`src/rtl/button_conditioner.sv`:
```
// Two-button front end for a stopwatch.
// Start:  synchronise, debounce, one-cycle pulse on press, toggles bRun.
// Record: synchronise, debounce, then a hold FSM that tells a short press
//         (pulse on release) from a long press (clear pulse at the hold limit,
//         which also stops the stopwatch).
// All outputs are registered. Reset is synchronous and active-high.

module button_conditioner #(
    parameter int unsigned DEBOUNCE_CYCLES = 1_000_000,
    parameter int unsigned LONG_CYCLES     = 50_000_000
) (
    input  logic Clk,
    input  logic Rst,
    input  logic nStartBtn,
    input  logic nRecordBtn,
    output logic fStartPulse,
    output logic fRecordPulse,
    output logic fClearPulse,
    output logic bRun
);

    // Channel indices into the per-channel vectors below.
    localparam int CH_START  = 0;
    localparam int CH_RECORD = 1;
    localparam int NUM_CH    = 2;

    // Debounce counter only has to reach DEBOUNCE_CYCLES-1.
    localparam int DB_W = (DEBOUNCE_CYCLES > 1) ? $clog2(DEBOUNCE_CYCLES) : 1;
    localparam logic [DB_W-1:0] DB_LAST = DB_W'(DEBOUNCE_CYCLES - 1);

    // Hold counter only has to reach LONG_CYCLES-1; it parks there in LONG.
    localparam int HOLD_W = (LONG_CYCLES > 1) ? $clog2(LONG_CYCLES) : 1;
    localparam logic [HOLD_W-1:0] HOLD_LAST = HOLD_W'(LONG_CYCLES - 1);

    typedef enum logic [1:0] {
        IDLE = 2'd0,
        HELD = 2'd1,
        LONG = 2'd2
    } rec_state_t;

    logic [NUM_CH-1:0] raw;
    logic [NUM_CH-1:0] press_edge;    // accepted level went 1 -> 0 last edge
    logic [NUM_CH-1:0] release_edge;  // accepted level went 0 -> 1 last edge

    rec_state_t        rec_state_reg;
    logic [HOLD_W-1:0] hold_cnt_reg;

    assign raw[CH_START]  = nStartBtn;
    assign raw[CH_RECORD] = nRecordBtn;

    // Identical synchroniser + debouncer for every button. The buttons are
    // active-low, so the released (idle) level is 1 everywhere.
    genvar gi;
    generate
        for (gi = 0; gi < NUM_CH; gi++) begin : g_ch
            logic            s1_reg;
            logic            s2_reg;
            logic            stable_reg;
            logic            stable_d_reg;
            logic [DB_W-1:0] db_cnt_reg;

            // Synchronise the raw pin, then accept a new level only after it
            // has differed from the accepted one for DEBOUNCE_CYCLES cycles.
            always_ff @(posedge Clk) begin
                if (Rst) begin
                    s1_reg       <= 1'b1;
                    s2_reg       <= 1'b1;
                    stable_reg   <= 1'b1;
                    stable_d_reg <= 1'b1;
                    db_cnt_reg   <= '0;
                end else begin
                    s1_reg       <= raw[gi];
                    s2_reg       <= s1_reg;
                    stable_d_reg <= stable_reg;
                    if (s2_reg != stable_reg) begin
                        if (db_cnt_reg == DB_LAST) begin
                            stable_reg <= s2_reg;
                            db_cnt_reg <= '0;
                        end else begin
                            db_cnt_reg <= db_cnt_reg + DB_W'(1);
                        end
                    end else begin
                        // Any bounce back to the accepted level restarts the count.
                        db_cnt_reg <= '0;
                    end
                end
            end

            assign press_edge[gi]   = stable_d_reg & ~stable_reg;
            assign release_edge[gi] = ~stable_d_reg & stable_reg;
        end
    endgenerate

    // Start: registered edge detect on the accepted press; release is ignored.
    always_ff @(posedge Clk) begin
        if (Rst) begin
            fStartPulse <= 1'b0;
        end else begin
            fStartPulse <= press_edge[CH_START];
        end
    end

    // Record hold FSM: short press pulses on release, long press pulses once
    // when the hold limit is hit and then waits silently for the release.
    always_ff @(posedge Clk) begin
        if (Rst) begin
            rec_state_reg <= IDLE;
            hold_cnt_reg  <= '0;
            fRecordPulse  <= 1'b0;
            fClearPulse   <= 1'b0;
        end else begin
            fRecordPulse <= 1'b0;
            fClearPulse  <= 1'b0;
            case (rec_state_reg)
                IDLE: begin
                    if (press_edge[CH_RECORD]) begin
                        rec_state_reg <= HELD;
                        hold_cnt_reg  <= '0;
                    end
                end
                HELD: begin
                    if (release_edge[CH_RECORD]) begin
                        // A release always wins over reaching the limit in the same cycle.
                        rec_state_reg <= IDLE;
                        hold_cnt_reg  <= '0;
                        fRecordPulse  <= 1'b1;
                    end else if (hold_cnt_reg == HOLD_LAST) begin
                        rec_state_reg <= LONG;
                        fClearPulse   <= 1'b1;
                    end else begin
                        hold_cnt_reg <= hold_cnt_reg + HOLD_W'(1);
                    end
                end
                LONG: begin
                    // Counter stays parked at the limit until the button is released.
                    if (release_edge[CH_RECORD]) begin
                        rec_state_reg <= IDLE;
                        hold_cnt_reg  <= '0;
                    end
                end
                default: begin
                    rec_state_reg <= IDLE;
                    hold_cnt_reg  <= '0;
                end
            endcase
        end
    end

    // Run/stop level: clear forces stop and beats a simultaneous start toggle.
    always_ff @(posedge Clk) begin
        if (Rst) begin
            bRun <= 1'b0;
        end else if (fClearPulse) begin
            bRun <= 1'b0;
        end else if (fStartPulse) begin
            bRun <= ~bRun;
        end
    end

endmodule

```
`config.mk`:
```
export PLATFORM = sky130hd
export DESIGN_NAME = button_conditioner
export DESIGN_NICKNAME = d
export VERILOG_FILES = /design/src/rtl/button_conditioner.sv
export SDC_FILE = /design/constraint.sdc
export NUM_CORES = 1
export LEC_CHECK = 0
export ABC_AREA = 1
export BUFFER_PORTS_ARGS = -buffer_cell sky130_fd_sc_hd__buf_4
export CORE_MARGIN = 8
export CORE_UTILIZATION = 35
export CTS_CLUSTER_SIZE = 12
export DETAILED_ROUTE_END_ITERATION = 10
export GPL_TIMING_DRIVEN = 0
export PLACE_DENSITY = 0.52
export SYNTH_ARGS = -nofsm -noshare
export SYNTH_HDL_FRONTEND = slang
export SYNTH_SLANG_ARGS = --single-unit
```
`constraint.sdc`:
```
create_clock -name Clk -period 3.2 [get_ports Clk]
set_clock_uncertainty 0.05 [all_clocks]
set_input_delay 0.64 -clock Clk [delete_from_list [all_inputs] [get_ports Clk]]
set_output_delay 0.64 -clock Clk [all_outputs]
set_load 0.03 [all_outputs]
```
# ---- After elaboration in Yosys (flattened, before gate mapping)
# Index checks and enable logic that the tools add are counted.
# Widths: inputs -> output; s select.
dict set report word_totals {
  regBits 80
  output_inout_bits 4
}
dict set report op_classes {
  addsub 3
  n_eq_ne 11
  muxes 12
  n_bitwise 10
  n_reduce_logical 10
}
# operator count
set ops {}
lappend ops {{$mux 26} 4}
lappend ops {{$pmux 26 s3} 1}
lappend ops {{$add 20x1->20 const B} 2}
lappend ops {{$eq 20x20->1 const B} 2}
lappend ops {{$add 26x1->26 const B} 1}
lappend ops {{$eq 26x26->1 const B} 1}
lappend ops {{$reduce_or 3->1} 3}
lappend ops {{$mux 2} 4}
lappend ops {{$not 1->1} 7}
lappend ops {{$ne 3x3->1 const B} 2}
lappend ops {{$pmux 2 s3} 1}
lappend ops {{$reduce_and 3->1} 2}
lappend ops {{$ne 2x2->1 const B} 2}
lappend ops {{$reduce_and 2->1} 2}
lappend ops {{$reduce_or 2->1} 2}
lappend ops {{$and 1x1->1} 3}
lappend ops {{$eq 2x1->1 const B} 1}
lappend ops {{$eq 2x2->1 const B} 1}
lappend ops {{$logic_not 2->1} 1}
lappend ops {{$mux 1} 2}
lappend ops {{$ne 1x1->1} 2}

# ---- Longest topological paths before layout
# Gate-level depths: netlist of the first run.
dict set report logic_depth {
  ltp_word 4
  mapped_depth 11
  ltp_nobuf 11
}

# ---- Worst setup path before layout of the first run
# No wires, ideal clock.
dict set report synth_path {
  path_kind {input to register}
  startpoint {input port Rst}
  endpoint {register g_ch[0].db_cnt_reg[11]}
  setup_ps 117
  arrival_ps 1498
  required_time_ps 3033
  setup_slack_ps 1535
  cell_stages 7
  path_cell_list {clkbuf_1 inv_1 o21ai_0 a21oi_1 nand2_1 buf_2 nor2_1}
}
dict set report synth_via {
  elab_chain_len 1
}
# element line_no
set synth_rtl {}
lappend synth_rtl {{from (decl)} 13} ;# input logic Rst,
lappend synth_rtl {{$reduce_or 3->1 (no line)} -}
lappend synth_rtl {{to (signal assigned)} 80} ;# db_cnt_reg <= db_cnt_reg + DB_W'(1);
lappend synth_rtl {{to (decl)} 60} ;# logic [DB_W-1:0] db_cnt_reg;
# Every way passes these cells.
# A chain may end at the register's enable or synchronous reset.

# ---- Final worst setup path of the first run
dict set report layout_path {
  startpoint {register hold_cnt_reg[0]}
  endpoint {register hold_cnt_reg[25]}
}
dict set report layout_via {
  elab_chain_len 4
}
# element line_no
set layout_rtl {}
lappend layout_rtl {{from (decl)} 46} ;# logic [HOLD_W-1:0] hold_cnt_reg;
lappend layout_rtl {{from (signal assigned)} 131} ;# hold_cnt_reg <= hold_cnt_reg + HOLD_W'(1);
lappend layout_rtl {{$add 26x1->26} 131}
lappend layout_rtl {{$mux 26} 127} ;# end else if (hold_cnt_reg == HOLD_LAST) begin
lappend layout_rtl {{$mux 26} 122} ;# if (release_edge[CH_RECORD]) begin
lappend layout_rtl {{$pmux 26 s3} 114} ;# case (rec_state_reg)
# Parallel ways exist; a longest one is shown, timed or not. The select of a mux whose other input is x is not followed.

==> results of run 1 <==
## critical path, stage by stage, from the launching register on
cell     delay (ns)
dfxtp_1        0.34
ha_1           0.27
nand3_2        0.11
inv_2          0.07
nand2_1        0.08
nor2_2         0.06
a21oi_1        0.59
and2_1         0.28
nand2_1        0.06
o21ai_0        0.07
## layout make-up
cell class	instances	area, sq um
buffer	12	70.07
clock inverter	6	43.79
fill	1240	6865
clock buffer	10	229.0
timing repair buffer	6	45.04
tap	143	178.9
inverter	80	300.3
multi-input combinational	451	2182
sequential	80	1602
## metal layers
layer	up-vias	part of all wire
met2	63	0.42
met1	1756	0.51
met4	0	0.011
met5	-	0
li1	2055	-
met3	9	0.054
## report_power, final
| part | leakage (nW) | internal [mW] | switching (mW) | total [mW] |
|---|---|---|---|---|
| Sequential | 0.646 | 1.00 | 0.00381 | 1.01 |
| Clock | 0.133 | 0.528 | 0.428 | 0.956 |
| Combinational | 0.931 | 0.0235 | 0.0623 | 0.0858 |
| Total | 1.71 | 1.55 | 0.494 | 2.05 |
## worst paths after layout
kind | end | slack [ns]
setup reg to reg | hold_cnt_reg[25] | 1.14
setup / recovery | hold_cnt_reg[25] | 1.14
hold reg to reg | bRun | 0.37
hold / removal | bRun | 0.37
## cells by family (layout without fill, tap and decap cells)
logic type / Yosys count / count (layout) / share of synthesized area
and+or+nand+nor: 374 / 374 / 0.4105
buffers and inverters: 92 / 114 / 0.08915
DFF: 80 / 80 / 0.3855
AOI/OAI and AO/OA: 65 / 65 / 0.08674
xor gates and xnor gates: 9 / 9 / 0.01897
adders and majority gates: 3 / 3 / 0.009037
## synth_stat cells, drive strengths merged, types with 5 or more instances
| cell type | instances |
|---|---|
| nand2 | 150 |
| nor2 | 98 |
| dfxtp | 80 |
| inv | 79 |
| nand3 | 43 |
| a21oi | 36 |
| nor3 | 33 |
| nand4 | 27 |
| o21ai | 16 |
| or2 | 10 |
| buf | 8 |
| o21bai | 6 |
| xnor2 | 5 |
## per-stage QoR
stage / hold slack, ns / total power, mW / setup WS, ns / std cells
after floorplan: 0.3395 / 1.085 / 1.535 / 623
after global placement: 0.3503 / 1.113 / 1.065 / 772
after detailed placement: 0.3487 / 1.114 / 1.056 / 772
after CTS: 0.3682 / 2.077 / 1.097 / 788
after global routing: 0.3779 / 2.132 / 0.8996 / 788
final: 0.3687 / 2.047 / 1.143 / 788
==> impl_metrics.csv, run 1 <==
group,metric,value,unit
status,status,"finished clean",
cts,cts_tree,"built",
synth,synth-seq-cells,80,
placement,place.port_buffers,6,
drt,antenna_left,0,
pwr,p_leak,1.710,nW
sta,setup_viol,0,
flow_run,maxCapViolCount,0,
cts,cts.path.max_buffers,2,
cts,numCtsBuffers,9,
sta,relSlewSlack,0.5135,
finish,design_area,0.004651,sq mm
hold_path,hold_depth,1,
synth,synth.largest_area_cell,"dfxtp_1",
sta,hold_viol,0,
sta,period_share,0.6427,
critical_path,worstPathArrival,2.27,ns
synth,synthesis.area,0.004154,sq mm
cts,cts_setup_buffers,0,
placement,gp_congestion,0.8615,
die,die_y,124.9,um
die,num_rows,39,
finish,fin_util,0.4038,
finish,most-common-layout-cells,"146 x nand2_1, 90 x nor2_1, 80 x dfxtp_1, 78 x inv_1, 41 x nand3_1",
synth,async_flop_share,0,
sta,layout_min_cycle_time,2.057,ns
critical_path,cp-end-kind,"register",
global_route,busiest_layer,"met2",
finish,syn_to_final_growth,11.96,%
pwr,ir_drop,0.2624,mV
global_route,grt_max_degree,15,
finish,largest_reg_flops,40,
finish,n_antenna_cell,0,
global_route,grtUsageTotal,0.1318,
global_route,antenna_found_initial,0,
hold_path,min_from,"fClearPulse",
critical_path,worstPathRequired,3.41,ns
finish,finalNetCount,647,
critical_path,start_kind,"register",
cts,ctsHoldBuffers,0,
die,io_pins,8,
synth,synth_area_leaders,"dfxtp_1 39%, nand2_1 13%, nor2_1 8.1%",
synth,synth_cell_type_count,37,
cts,clkTransAtPathRegs,0.06,ns
synth,synth-edff-count,0,
drt,drc,0,
critical_path,worstSetupPathType,"register to register",
critical_path,r2r_cells,9,
placement,dpl.hpwl,7.414,mm
die,die_w,124.9,um
die,floorplan.initialDensity,0.3607,
drt,avgViaCountPerCell,4.928,
global_route,met1_usage,0.1814,
synth,syn_nets,630,
global_route,grtUsageMet2,0.1960,
drt,routedWlPerCell,12.56,um
placement,placed_cell_area,0.004378,sq mm
cts,clock_latency,0.34,ns
synth,synth_top_area_frac,0.3855,
sta,max_freq,0.4862,GHz
global_route,gr-usage-met3,0.03782,
global_route,grt_overflow,0,
drt,vias,3883,
critical_path,path_max_fanout,7,
synth,yosys_warnings,0,
synth,seq_area_frac_synth,0.3855,
finish,layout-drive-gt1-share,0.08682,
global_route,grt_first_pass_wirelength,16.99,mm
pwr,power_density,440.2,mW/mm^2
cts,htreeDepth,3,
cts,cts-root-buf,"clkbuf_16",
global_route,grt_pass1_vias,3555,
cts,cts_resized,0,
sta,slew_viol_final,0,
synth,syn_avg_cell_area,6.668,sq um
critical_path,timing.rr.start,"hold_cnt_reg[0]",
die,core,0.01152,sq mm
sta,worst_slew_pin_slew,0.7298,ns
finish,final_common_cell,"nand2_1",
synth,synthCells,623,
sta,rsz0062_at_grt,"false",
critical_path,critPathLaunch,"hold_cnt_reg[0]",
drt,dr.pass1.iters,4,
synth,synth_ff_type,"dfxtp_1",
sta,fin_setup_tns,0,ns
drt,drt-initial-drc-count,283,
die,die_area,0.01561,sq mm
cts,cts_num_sinks,80,
hold_path,hold_path_class,"register to register",
drt,wl,9.899,mm
No activity file was read; power rests on OpenSTA's default activity.
==> inputs of run 2 (changes only) <==
Settings changed: ABC_AREA 1 to 0.
Clock period 3.2 ns to 2.1 ns, I/O delays scaled along.
==> run 2 against run 1 <==
Compared with the run above:
- flip-flop and latch count unchanged
- maximum frequency down 1.4%
- register-to-register slack worse by 1.1 ns
- critical path type unchanged
- largest power group unchanged
==> impl_metrics.csv, run 2 <==
group,metric,value,unit
critical_path,r2r_cells,5,
cts,cts-root-buf,"clkbuf_8",
cts,clock_latency,0.36,ns
critical_path,path_max_fanout,4,
sta,holdWs,0.1942,ns
finish,final_cells,586,
sta,period_share,0.9931,
cts,ctsHoldBuffers,0,
synth,synth-seq-cells,80,
global_route,grt_overflow,0,
synth,synth.largest_area_cell,"dfxtp_1",
drt,antenna_left,0,
drt,wl_met2,3.604,mm
placement,place.port_buffers,7,
cts,cts_tree,"built",
drt,routedWlPerCell,13.91,um
synth,synth_top_family_by_area,"simple AND/OR/NAND/NOR gates",
cts,htreeDepth,3,
sta,slew_viol_final,0,
die,die_y,119.3,um
synth,synthMuxAreaShare,0.02176,
pwr,p_leak,1.432,nW
status,status,"finished clean",
cts,clkTransAtPathRegs,0.08,ns
placement,dpl.hpwl,5.600,mm
sta,relSlewSlack,0.4071,
sta,setup_viol,0,
sta,hold_viol,0,
pwr,total_power,2.627,mW
die,die_area,0.01424,sq mm
sta,max_freq,0.4795,GHz
die,core,0.01037,sq mm
finish,fillCellCount,1066,
critical_path,r2r_end,"hold_cnt_reg[12]",
synth,synth.most_common_cell,"dfxtp_1",
finish,layout-drive-gt1-share,0.1333,
drt,drt-initial-drc-count,220,
sta,layout_min_cycle_time,2.086,ns
finish,finalNetCount,453,
synth,synthesis.area,0.003737,sq mm
cts,cts_num_sinks,80,
critical_path,endpoint,"hold_cnt_reg[12]",
placement,gp_congestion,0.8270,
synth,async_flop_share,0,
drt,wl,8.149,mm
synth,synth_top_area_frac,0.4285,
critical_path,start_kind,"register",
drt,wl_met1,4.046,mm
synth,syn_avg_cell_area,8.814,sq um
global_route,grt_max_degree,14,
hold_path,hold_path_class,"input port to register",
synth,synth_xor_area_frac,0.1008,
cts,cts.path.max_buffers,2,
critical_path,critPathLaunch,"hold_cnt_reg[0]",
pwr,ir_drop,0.3520,mV
critical_path,cp-end-kind,"register",
critical_path,worstSetupPathType,"register to register",
flow_run,maxCapViolCount,0,
finish,fin_util,0.4072,
drt,vias,3013,
finish,largest_reg_flops,40,
die,io_pins,8,
cts,numCtsBuffers,9,
synth,synth-edff-count,0,
synth,synthCells,424,
synth,synth_compound_area_frac,0.09809,
synth,syn_nets,431,
synth,synth_ff_type,"dfxtp_1",
drt,met3RoutedLength,309,um
sta,rsz0062_at_grt,"true",
drt,avgViaCountPerCell,5.142,
synth,synthTopCellsByCount,"80 x dfxtp_1, 55 x nor2_1, 38 x nand2_1, 22 x xor2_1",
global_route,grtUsageTotal,0.1210,
sta,worst_slew_pin_slew,0.8825,ns
synth,yosys_warnings,0,
synth,synth_cell_type_count,57,
die,die_w,119.3,um
critical_path,worstPathRequired,2.34,ns
die,num_rows,37,
drt,dr.pass1.iters,4,
critical_path,timing.rr.start,"hold_cnt_reg[0]",
die,floorplan.initialDensity,0.3604,
finish,n_antenna_cell,0,
synth,synth_area_leaders,"dfxtp_1 43%, nor2_1 5.5%, xor2_1 5.2%",
global_route,grt_pass1_vias,2907,
global_route,grt_first_pass_wirelength,14.11,mm
finish,syn_to_final_growth,12.99,%
pwr,power_density,622.2,mW/mm^2
drt,drc,0,
critical_path,reg2reg_slack,0.01,ns
synth,seq_area_frac_synth,0.4285,
synth,synthSimpleGateAreaFrac,0.3063,
global_route,antenna_found_initial,0,
drt,top_layer_used,"met4",
critical_path,worstPathArrival,2.33,ns
finish,final_common_cell,"dfxtp_1",
finish,most-common-layout-cells,"80 x dfxtp_1, 54 x nor2_1, 38 x nand2_1, 22 x xor2_1",
sta,fin_setup_tns,0,ns
synth,synth_adder_area_share,0.01004,
placement,dp_cells,567,
[run 2: how the worst min path moves through the flow]
stage                               from              to  cells past startpoint
after floorplan           g_ch[0].s1_reg  g_ch[0].s2_reg                      1
final                         nRecordBtn  g_ch[1].s1_reg                      2
after detailed placement  g_ch[0].s1_reg  g_ch[0].s2_reg                      1
after global routing          nRecordBtn  g_ch[1].s1_reg                      2
after CTS                     nRecordBtn  g_ch[1].s1_reg                      2
after global placement    g_ch[0].s1_reg  g_ch[0].s2_reg                      1
[run 2: power breakdown]
part / internal [mW] / switching (mW)
clock network: 0.489 / 0.572
registers: 1.52 / 0.00241
logic: 0.0154 / 0.0283
[run 2: kinds of logic after synthesis]
family | Yosys count
adder cells (fa/ha/maj) | 3
flip-flops | 80
buffers and inverters | 28
XOR/XNOR | 43
AND/OR/NAND/NOR | 211
AO/OA/AOI/OAI | 51
multiplexers | 8
[run 2: cell type report]
type	count	area (sq um)	share of cell area
multi-input cells	316	2048	0.4850
well taps	136	170.2	0.04030
plain buffers	15	90.09	0.02133
inverters	13	48.80	0.01156
flip-flops and latches	80	1602	0.3793
repair buffers	11	82.58	0.01956
clock inverters	4	30.03	0.007111
clock buffers	11	151.4	0.03585
[run 2: routing by layer]
metal,track usage,up-vias
met5,0,-
met4,0.05699,0
met3,0.03212,17
met2,0.1837,45
met1,0.1569,1396
li1,-,1555
[run 2: timing repair]
item / CTS / global route
resized for setup: 2 / 11
setup buffers: 0 / 4
setup endpoints to repair: 24 / 61
pin swaps: 1 / 2
[run 2: worst max-delay path, cell delays in order, from the launching register on]
cell and delay, ns:
dfxtp_1 0.37, ha_1 0.20, nand2_1 0.14, nor4_1 0.62, or4b_1 0.49, a21oi_1 0.14
[run 2: through the flow]
step	setup WS (ns)	area (sq um)
4_1_cts	0.007654	4153
3_3_place_gp	-0.05230	3960
2_1_floorplan	0.2485	3737
3_5_place_dp	-0.04163	3960
5_1_grt	-0.1717	4223
6_report	0.01442	4223
==> inputs of run 3 (changes only) <==
Settings changed: CORE_ASPECT_RATIO from default to 0.75.
Clock period 2.1 ns to 2.32 ns, I/O delays scaled along.
==> run 3 against run 2 <==
Compared with the run above:
- flip-flop and latch count did not move
- via count rose by 0.37%
- first-iteration DRC count down 0.45%
- sequential power fell by 9%
- highest routed layer unchanged
- non-clock buffer count down 4
- cell count fell by 0.51%
- critical path type unchanged
- design area grew 1.5%
- critical endpoint is now hold_cnt_reg[17]
==> impl_metrics.csv, run 3 (synthesis gave the netlist of run 2 again) <==
group,metric,value,unit
status,status,"finished clean",
placement,placed_cell_area,0.003960,sq mm
finish,finalNetCount,449,
sta,relSlewSlack,0.3664,
critical_path,cp-end-kind,"register",
finish,syn_to_final_growth,14.63,%
drt,drt-initial-drc-count,219,
finish,design_area,0.004284,sq mm
critical_path,crit_family,"simple AND/OR/NAND/NOR gates",
critical_path,worstSetupPathType,"register to register",
global_route,grt_first_pass_wirelength,14.13,mm
pwr,p_leak,1.428,nW
sta,holdWs,0.2802,ns
global_route,met1_usage,0.1817,
placement,pre_cts_ws,0.1337,ns
global_route,grtUsageTotal,0.1232,
drt,avgViaCountPerCell,5.187,
drt,routedWlPerCell,14.36,um
global_route,grt_max_degree,16,
global_route,grtUsageMet2,0.1626,
finish,final_cells,583,
global_route,gr-usage-met3,0.03748,
critical_path,worstPathArrival,2.40,ns
finish,final_common_cell,"dfxtp_1",
cts,cts-root-buf,"clkbuf_16",
pwr,power_density,673.4,mW/mm^2
placement,dp_cells,567,
critical_path,cp_cell_sequence,"nor4_1, nand4_1, nor3_4, buf_6, a21oi_1, a311oi_1",
drt,vias,3024,
critical_path,cp_num_buf_inv,1,
global_route,antenna_found_initial,0,
drt,drc,0,
drt,dr.pass1.iters,4,
sta,fin_setup_tns,0,ns
sta,setup_ws,0.1094,ns
sta,slew_viol_final,0,
placement,dpl.hpwl,6.045,mm
cts,cts.path.max_buffers,2,
drt,wl,8.369,mm
cts,clkTransAtPathRegs,0.06,ns
critical_path,worstPathRequired,2.51,ns
sta,max_freq,0.4524,GHz
drt,antenna_left,0,
cts,cts_num_sinks,80,
sta,setup_viol,0,
die,num_rows,32,
die,core,0.01033,sq mm
cts,clock_latency,0.34,ns
die,die_y,105.5,um
global_route,grt_pass1_vias,2800,
sta,layout_min_cycle_time,2.211,ns
sta,period_share,0.9528,
finish,fin_util,0.4147,
placement,gp_congestion,0.8197,
sta,rsz0062_at_grt,"false",
critical_path,critPathMaxStageDelay,0.44,ns
die,floorplan.initialDensity,0.3618,
cts,htreeDepth,3,
critical_path,slowest_stage,"nor4_1",
pwr,ir_drop,0.3482,mV
die,die_w,135.3,um
finish,n_antenna_cell,0,
placement,place.port_buffers,7,
cts,cts_tree,"built",
critical_path,path_max_fanout,10,
flow_run,maxCapViolCount,0,
pwr,total_power,2.885,mW
finish,largest_reg_flops,40,
sta,hold_viol,0,
finish,layout-drive-gt1-share,0.1163,
global_route,busiest_layer,"met1",
die,io_pins,8,
finish,most-common-layout-cells,"80 x dfxtp_1, 55 x nor2_1, 38 x nand2_1, 22 x xor2_1",
global_route,grt_overflow,0,
die,die_area,0.01427,sq mm
sta,worst_slew_pin_slew,0.9432,ns
hold_path,hold_path_class,"input port to register",
cts,numCtsBuffers,9,
critical_path,start_kind,"register",
[run 3: cell types whose count changed in the layout (fill, tap and decap cells not counted), moves of 3 or more]
cell	before	now
inv_6	0	3
buf_4	12	8
clkbuf_8	11	1
clkbuf_4	4	0
clkbuf_16	0	9
buf_2	5	9
[run 3: final cells by class]
class / count / area (sq um)
inverters: 13 / 48.80
fillers: 1025 / 6046
flip-flops and latches: 80 / 1602
clock inverters: 6 / 72.57
repair buffers: 7 / 52.55
well taps: 136 / 170.2
plain buffers: 15 / 80.08
multi-input cells: 316 / 2019
clock buffers: 10 / 239.0
[run 3: final timing paths]
| path | end | from | slack [ns] | cells past startpoint |
|---|---|---|---|---|
| setup reg to reg | hold_cnt_reg[17] | hold_cnt_reg[8] | 0.11 | 6 |
| setup / recovery | hold_cnt_reg[17] | hold_cnt_reg[8] | 0.11 | 6 |
| hold / removal | g_ch[0].s1_reg | nStartBtn | 0.28 | 2 |
| hold reg to reg | g_ch[0].s2_reg | g_ch[0].s1_reg | 0.36 | 1 |
[run 3: metal layers]
layer | vias up | wire length [um]
met5 | - | 0
met4 | 0 | 92
met3 | 8 | 408
met2 | 55 | 3239
met1 | 1406 | 4629
li1 | 1555 | -
[run 3: worst reg2reg max path: stages, from the launching register on]
cell and delay, ns:
dfxtp_1 0.38, nor4_1 0.44, nand4_1 0.26, nor3_4 0.37
buf_6 0.22, a21oi_1 0.12, a311oi_1 0.27
[run 3: what timing repair did]
item	4_1_cts	5_1_grt
endpoints found under the hold margin	0	0
endpoints found under the setup margin	0	22
setup buffers	0	0
hold buffers	0	0
gates resized for setup	0	2
[run 3: power breakdown]
| part | leakage [nW] | switching, mW | internal [mW] |
|---|---|---|---|
| combinational | 0.633 | 0.0261 | 0.0132 |
| clock | 0.150 | 0.590 | 0.876 |
| sequential | 0.645 | 0.00218 | 1.38 |
